--- src/rtl/id_stage_pkg.sv ---
// Shared definitions for the decode stage: opcodes, instruction field positions
// and the EX operand-select encoding.
package id_stage_pkg;

    localparam logic [5:0] OP_NOP = 6'h00;
    localparam logic [5:0] OP_ADD = 6'h01;
    localparam logic [5:0] OP_SUB = 6'h02;
    localparam logic [5:0] OP_LDW = 6'h23;
    localparam logic [5:0] OP_SDW = 6'h2B;

    localparam int OPC_LSB = 26;
    localparam int RS_LSB  = 21;
    localparam int RT_LSB  = 16;
    localparam int RD_LSB  = 11;

    // EX must treat FWD_MEM_LD as "take mem_data_from_mem".
    typedef enum logic [2:0] {
        FWD_REG     = 3'd0,
        FWD_EX      = 3'd1,
        FWD_MEM_ALU = 3'd2,
        FWD_MEM_LD  = 3'd3
    } fwd_e;

endpackage

--- src/rtl/id_stage_reg_file.sv ---
// Register file: two combinational read ports, one write port, write-first
// bypass, r0 hardwired to zero.
module id_stage_reg_file #(
    parameter int DATA_W = 32,
    parameter int REG_AW = 5
) (
    input  logic              clk,
    input  logic              rst,
    input  logic              we,
    input  logic [REG_AW-1:0] waddr,
    input  logic [DATA_W-1:0] wdata,
    input  logic [REG_AW-1:0] raddr_a,
    input  logic [REG_AW-1:0] raddr_b,
    output logic [DATA_W-1:0] rdata_a,
    output logic [DATA_W-1:0] rdata_b
);
    localparam int NREG = 1 << REG_AW;

    logic [DATA_W-1:0] mem_q [NREG];
    logic              wr_en_s;

    assign wr_en_s = we && (waddr != {REG_AW{1'b0}});

    // Storage update: cleared on reset, r0 never written.
    always_ff @(posedge clk) begin
        if (rst) begin
            for (int i = 0; i < NREG; i++) begin
                mem_q[i] <= {DATA_W{1'b0}};
            end
        end else if (wr_en_s) begin
            mem_q[waddr] <= wdata;
        end
    end

    // Read ports with same-cycle write bypass.
    always_comb begin
        rdata_a = {DATA_W{1'b0}};
        rdata_b = {DATA_W{1'b0}};
        if (raddr_a == {REG_AW{1'b0}}) begin
            rdata_a = {DATA_W{1'b0}};
        end else if (wr_en_s && (waddr == raddr_a)) begin
            rdata_a = wdata;
        end else begin
            rdata_a = mem_q[raddr_a];
        end
        if (raddr_b == {REG_AW{1'b0}}) begin
            rdata_b = {DATA_W{1'b0}};
        end else if (wr_en_s && (waddr == raddr_b)) begin
            rdata_b = wdata;
        end else begin
            rdata_b = mem_q[raddr_b];
        end
    end

endmodule

--- src/rtl/id_stage.sv ---
// Decode stage: splits the instruction, reads operands, detects load-use hazards
// and registers operands plus precomputed forwarding selects into ID/EX.
module id_stage
    import id_stage_pkg::*;
#(
    parameter int DATA_W = 32,
    parameter int REG_AW = 5
) (
    input  logic              clk,
    input  logic              rst,
    input  logic [31:0]       instr_in,
    input  logic              instr_vld,
    input  logic              flush_in,
    input  logic              wb_we,
    input  logic [REG_AW-1:0] wb_addr,
    input  logic [DATA_W-1:0] wb_data,
    output logic              stall_out,
    output logic [DATA_W-1:0] imm_out,
    output logic [DATA_W-1:0] val_rs_out,
    output logic [DATA_W-1:0] val_rt_out,
    output logic [REG_AW-1:0] rwd_out,
    output logic [5:0]        opcode_out,
    output logic [2:0]        rs_fwd,
    output logic [2:0]        rt_fwd
);
    logic [5:0]        opcode_s;
    logic [REG_AW-1:0] rs_s, rt_s, rd_s, dest_s;
    logic              is_load_s, reads_rt_s, stall_s, issue_s;
    logic [DATA_W-1:0] rs_val_s, rt_val_s;

    logic [REG_AW-1:0] e1_rwd_q, e1_rwd_d, e2_rwd_q, e2_rwd_d;
    logic              e1_load_q, e1_load_d, e2_load_q, e2_load_d;

    logic [DATA_W-1:0] imm_q, imm_d, val_rs_q, val_rs_d, val_rt_q, val_rt_d;
    logic [REG_AW-1:0] rwd_q, rwd_d;
    logic [5:0]        opcode_q, opcode_d;
    logic [2:0]        rs_fwd_q, rs_fwd_d, rt_fwd_q, rt_fwd_d;

    // Younger producer (e1) wins over the older one (e2).
    function automatic logic [2:0] fwd_sel(input logic [REG_AW-1:0] src,
                                           input logic [REG_AW-1:0] e1_rwd,
                                           input logic [REG_AW-1:0] e2_rwd,
                                           input logic              e2_load);
        logic [2:0] sel;
        sel = FWD_REG;
        if (src == {REG_AW{1'b0}}) begin
            sel = FWD_REG;
        end else if (src == e1_rwd) begin
            sel = FWD_EX;
        end else if (src == e2_rwd) begin
            sel = e2_load ? FWD_MEM_LD : FWD_MEM_ALU;
        end else begin
            sel = FWD_REG;
        end
        return sel;
    endfunction

    assign opcode_s = instr_in[OPC_LSB +: 6];
    assign rs_s     = instr_in[RS_LSB +: REG_AW];
    assign rt_s     = instr_in[RT_LSB +: REG_AW];
    assign rd_s     = instr_in[RD_LSB +: REG_AW];

    id_stage_reg_file #(.DATA_W(DATA_W), .REG_AW(REG_AW)) u_reg_file (
        .clk     (clk),
        .rst     (rst),
        .we      (wb_we),
        .waddr   (wb_addr),
        .wdata   (wb_data),
        .raddr_a (rs_s),
        .raddr_b (rt_s),
        .rdata_a (rs_val_s),
        .rdata_b (rt_val_s)
    );

    // Destination and operand-usage decode.
    always_comb begin
        dest_s     = rd_s;
        is_load_s  = 1'b0;
        reads_rt_s = 1'b1;
        case (opcode_s)
            OP_LDW: begin
                dest_s     = rt_s;
                is_load_s  = 1'b1;
                reads_rt_s = 1'b0;
            end
            OP_SDW, OP_NOP: dest_s = {REG_AW{1'b0}};
            default:        dest_s = rd_s;
        endcase
    end

    // Load-use hazard; flush suppresses it.
    always_comb begin
        stall_s = 1'b0;
        if (instr_vld && !flush_in && e1_load_q && (e1_rwd_q != {REG_AW{1'b0}})) begin
            stall_s = (rs_s == e1_rwd_q) || (reads_rt_s && (rt_s == e1_rwd_q));
        end else begin
            stall_s = 1'b0;
        end
        issue_s = instr_vld && !flush_in && !stall_s;
    end

    assign stall_out = stall_s;

    // ID/EX next values: issued instruction or a bubble; trackers shift.
    always_comb begin
        imm_d     = {DATA_W{1'b0}};
        val_rs_d  = {DATA_W{1'b0}};
        val_rt_d  = {DATA_W{1'b0}};
        rwd_d     = {REG_AW{1'b0}};
        opcode_d  = OP_NOP;
        rs_fwd_d  = FWD_REG;
        rt_fwd_d  = FWD_REG;
        e1_load_d = 1'b0;
        if (issue_s) begin
            imm_d     = {{(DATA_W-16){instr_in[15]}}, instr_in[15:0]};
            val_rs_d  = rs_val_s;
            val_rt_d  = rt_val_s;
            rwd_d     = dest_s;
            opcode_d  = opcode_s;
            rs_fwd_d  = fwd_sel(rs_s, e1_rwd_q, e2_rwd_q, e2_load_q);
            rt_fwd_d  = reads_rt_s ? fwd_sel(rt_s, e1_rwd_q, e2_rwd_q, e2_load_q) : FWD_REG;
            e1_load_d = is_load_s;
        end else begin
            opcode_d  = OP_NOP;
        end
        e1_rwd_d  = rwd_d;
        e2_rwd_d  = e1_rwd_q;
        e2_load_d = e1_load_q;
    end

    // ID/EX register and hazard trackers.
    always_ff @(posedge clk) begin
        if (rst) begin
            imm_q     <= {DATA_W{1'b0}};
            val_rs_q  <= {DATA_W{1'b0}};
            val_rt_q  <= {DATA_W{1'b0}};
            rwd_q     <= {REG_AW{1'b0}};
            opcode_q  <= OP_NOP;
            rs_fwd_q  <= FWD_REG;
            rt_fwd_q  <= FWD_REG;
            e1_rwd_q  <= {REG_AW{1'b0}};
            e1_load_q <= 1'b0;
            e2_rwd_q  <= {REG_AW{1'b0}};
            e2_load_q <= 1'b0;
        end else begin
            imm_q     <= imm_d;
            val_rs_q  <= val_rs_d;
            val_rt_q  <= val_rt_d;
            rwd_q     <= rwd_d;
            opcode_q  <= opcode_d;
            rs_fwd_q  <= rs_fwd_d;
            rt_fwd_q  <= rt_fwd_d;
            e1_rwd_q  <= e1_rwd_d;
            e1_load_q <= e1_load_d;
            e2_rwd_q  <= e2_rwd_d;
            e2_load_q <= e2_load_d;
        end
    end

    assign imm_out    = imm_q;
    assign val_rs_out = val_rs_q;
    assign val_rt_out = val_rt_q;
    assign rwd_out    = rwd_q;
    assign opcode_out = opcode_q;
    assign rs_fwd     = rs_fwd_q;
    assign rt_fwd     = rt_fwd_q;

endmodule
--- config.mk ---
export PLATFORM = sky130hd
export DESIGN_NAME = id_stage
export DESIGN_NICKNAME = d
export VERILOG_FILES = /design/src/rtl/id_stage_pkg.sv /design/src/rtl/id_stage_reg_file.sv /design/src/rtl/id_stage.sv
export SDC_FILE = /design/constraint.sdc
export NUM_CORES = 2
export LEC_CHECK = 0
export CELL_PAD_IN_SITES_DETAIL_PLACEMENT = 1
export CELL_PAD_IN_SITES_GLOBAL_PLACEMENT = 1
export CORE_ASPECT_RATIO = 1.4
export CORE_MARGIN = 2
export CORE_UTILIZATION = 33
export DETAILED_ROUTE_END_ITERATION = 16
export GPL_TIMING_DRIVEN = 0
export PLACE_DENSITY = 0.52
export SLEW_MARGIN = 30
export SYNTH_ARGS = -nofsm -noshare
export SYNTH_HDL_FRONTEND = slang
export SYNTH_SLANG_ARGS = --single-unit
--- constraint.sdc ---
create_clock -name clk -period 2.5 [get_ports clk]
set_clock_uncertainty 0.15 [all_clocks]
set_input_delay 0.25 -clock clk [delete_from_list [all_inputs] [get_ports clk]]
set_output_delay 0.25 -clock clk [all_outputs]
set_load 0.03 [all_outputs]
==> metrics <==
Worst path depth=17; vias in the first global route=between 40k and 50k; Hold Crit Class=input pin to register; area delta synth->final=22.1%; Die W=approximately 360 um; Cells after DPL=about 6.7k; worst path required time=3.08 ns; Post-Synth Simple-Gate Area=14.5%; io pins=188; RSZ-0062 raised after global routing=yes; Comb pwr share=between 10% and 20%; die height=499 um; Adder-Cell Fraction of Synth Area=0%; Clk pin slew, worst setup/hold paths=0.06 ns; sw power=13.5 mW; DRC violations left=0; Final Hold Viols=0; relative slew slack=31.5%; Worst Path Arrival=roughly 3.3 ns; initial drt markers=5958; Post-Synth XOR/XNOR Area=less than 1%; Starting Density=33.2%; setup TNS=-1.35 ns; synth unique cells=56; sequential share of power=46.2%; kind of end point of the critical path=register; worst-margin pin slew=about 1 ns; total iterations of the first detailed-routing run=5; Num Clock Sinks=1126; kind of critical path=register to register; Lkg Pwr=25.4 nW; largest family of logic cells by synthesized area=multiplexers; Buf/Inv on CP=12; Async SR Flop Fraction=0%; non-filler cells in the finished layout=just over 7k; crit path cell chain=xnor2_4 > nand3_2 > buf_4 > buf_6 > buf_4 > buf_4 > buf_4 > buf_4 > buf_4 > buf_4 > buf_4 > buf_4 > buf_4 > buf_4 > nor2_4 > nand2_2 > a21oi_2; Crit path largest cell delay=0.42 ns; Overflow after GRT=0; post-DP HPWL=226 mm; Num CTS Buffers=around 120; top cells by area, synth=edfxtp_1 (53%), mux4_2 (12%), and2_1 (11%); average size of a mapped cell=13.8 sq um; Via density=approximately 6.1; die area=0.178 sq mm; routed vias=43.2k; Synth Warn #=0; Post-Syn Instances=4176; H-Tree Level Count=3; root buffer cell=clkbuf_16; Clock Power Share=about two fifths; fin crit share=107%; final worst slack=-0.176 ns; Max VDD drop=0.000550 V; commonest non-fill, non-tap cell in the layout=edfxtp_1; run status=complete, but fails checks; routed len/inst=about 45 um; type of origin of the critical path=register; initial antenna violation count=39; post-synth top area cell=edfxtp_1; critical path's most frequent cell=buf_4; r2r worst-path depth=17; share of post-route cells with drive strength above 1=approximately 25%; Max Cap Violations=0; Post-synth EDFFs=1024; all-layer global routing usage=35.1%; I/O Buffers=177; CTS Buffer Depth=3; Seq/Total Area, Yosys=56.8%; failing checks=negative setup slack; Detailed Route WL=316 mm; TritonCTS clock tree=yes; CP top delay family=buffers and inverters; CP max stage cell=dfxtp_4; Primary FF master, synth=edfxtp_1; compound-cell area share of the yosys netlist=under 10%; Final Max Slew Viols=0; first-pass GRT wire length=409 mm; # nets final=4717; Routability Congestion=0.982; Site Rows=about 180; post-synthesis cell area=~0.058 sq mm; final setup fails=29; pin count of the biggest net entering global routing=26; Seq cells post-synth=1126; Max Clk Rate=374 MHz; switch share=between 20% and 30%; Skew-Pair Late Insertion Delay=between 0.8 and 0.9 ns; post-layout power=47.8 mW; top cell type's share of synthesized area=53.3%; P per Cell Area=679 mW/mm^2; Place WS=-3.02 ns; Worst Path Max Fanout=4; Hold Path Cell Cnt=5; most frequent cells in the layout=edfxtp_1 (1024), and2_1 (995), mux2i_1 (359), mux4_2 (308), clkdlybuf4s50_1 (158); Pint=34.3 mW; core area=between 0.15 and 0.2 sq mm; multiplexer area fraction after synthesis=19.2%; Final ANT Viol Nets=0; fin crit period=~2.7 ns
-- flip-flops by register name, indices dropped and copies added, names as in the netlist --
name / cells
u_reg_file.mem_q: 1024
e2_rwd_q: 5
e2_load_q: 1
val_rt_out: 32
rt_fwd: 2
rs_fwd: 2
e1_load_q: 1
imm_out: 16
opcode_out: 6
rwd_out: 5
val_rs_out: 32
-- per-stage QoR --
| step | instance area, sq um | hold WS [ns] | utilization, % |
|---|---|---|---|
| after global placement | 62400 | 0.325 | 36.0 |
| after CTS | 70000 | 0.113 | 40.3 |
| after detailed placement | 63400 | 0.318 | 36.5 |
| after floorplan | 57800 | 0.236 | - |
| after global routing | 70400 | 0.144 | 40.5 |
| final | 70400 | 0.121 | 40.5 |
-- layer usage --
| metal | vias to the layer above | share of wire, % | GRT usage [%] |
|---|---|---|---|
| li1 | 16800 | - | - |
| met1 | 22900 | 37 | 43.1 |
| met2 | 2736 | 46 | 55.1 |
| met3 | 789 | 9.2 | 7.79 |
| met4 | 12 | 7.8 | 23.9 |
| met5 | - | 0.027 | 0.0274 |
-- area by class of cell --
class / instances / area (sq um)
Fill cell: 17600 / 103000
Sequential cell: 1126 / 32800
Multi-Input combinational cell: 2666 / 24500
Clock buffer: 160 / 3450
Timing Repair Buffer: 287 / 3380
Tap cell: 2287 / 2860
Buffer: 440 / 2830
Clock inverter: 70 / 532
Antenna cell: 28 / 70.1
Inverter: 1 / 8.76
-- worst min-delay path, cell delays in order --
cell	delay, ns
clkbuf_2	0.30
xor2_1	0.27
nor3_1	0.08
nand3_1	0.07
nor3_1	0.05
-- worst paths after layout --
| check | from | endpoint | slack [ns] |
|---|---|---|---|
| max | rwd_out[1] | rt_fwd[0] | -0.18 |
| max reg2reg | rwd_out[1] | rt_fwd[0] | -0.18 |
| min reg2reg | e1_load_q | e2_load_q | 0.35 |
| min | instr_in[25] | rs_fwd[1] | 0.12 |
-- Yosys cell counts (3+ instances only) --
cell type	number
a22oi_1	94
and2_1	996
nor2_1	82
mux4_2	308
o22ai_1	109
edfxtp_1	1024
and3_1	25
o2111a_1	7
nor2b_1	19
nand4_1	4
buf_4	43
buf_2	77
a21oi_1	45
nand2b_1	7
or4_1	9
nand2_1	106
o32ai_1	6
xor2_1	12
o21ai_0	6
a221oi_1	25
xnor2_1	18
buf_1	21
a22o_1	39
mux2i_1	360
dfxtp_1	102
nand3_1	57
or3b_2	3
nor3_1	57
a32o_1	25
o221ai_1	23
o22a_1	19
a211oi_1	32
nand3b_1	7
mux2_2	48
clkbuf_1	302
nor4bb_1	3
or2_2	31
-- cells by family after synthesis --
| logic type | Yosys count |
|---|---|
| other | 1 |
| flip-flops | 1126 |
| buffers and inverters | 445 |
| AND/OR/NAND/NOR | 1420 |
| XOR/XNOR | 30 |
| AO/OA/AOI/OAI | 438 |
| multiplexers | 716 |
-- timing repair --
action	in CTS	in global routing
hold buffers	22	1
gates cloned	28	0
endpoints found under the hold margin	27	7
gates resized for setup	501	75
endpoints found under the setup margin	2049	144
setup buffers	57	4
pin swaps	22	13
-- power groups by stage --
stage	Sequential (mW)	Combinational [mW]	Clock [mW]
2_1_floorplan	22.3	2.95	0
3_3_place_gp	22.4	5.98	0
3_5_place_dp	22.5	6.13	0
4_1_cts	22.1	6.68	18.8
5_1_grt	22.2	6.97	19.4
6_report	22.1	6.96	18.8
(Power assumes the default switching activity.)
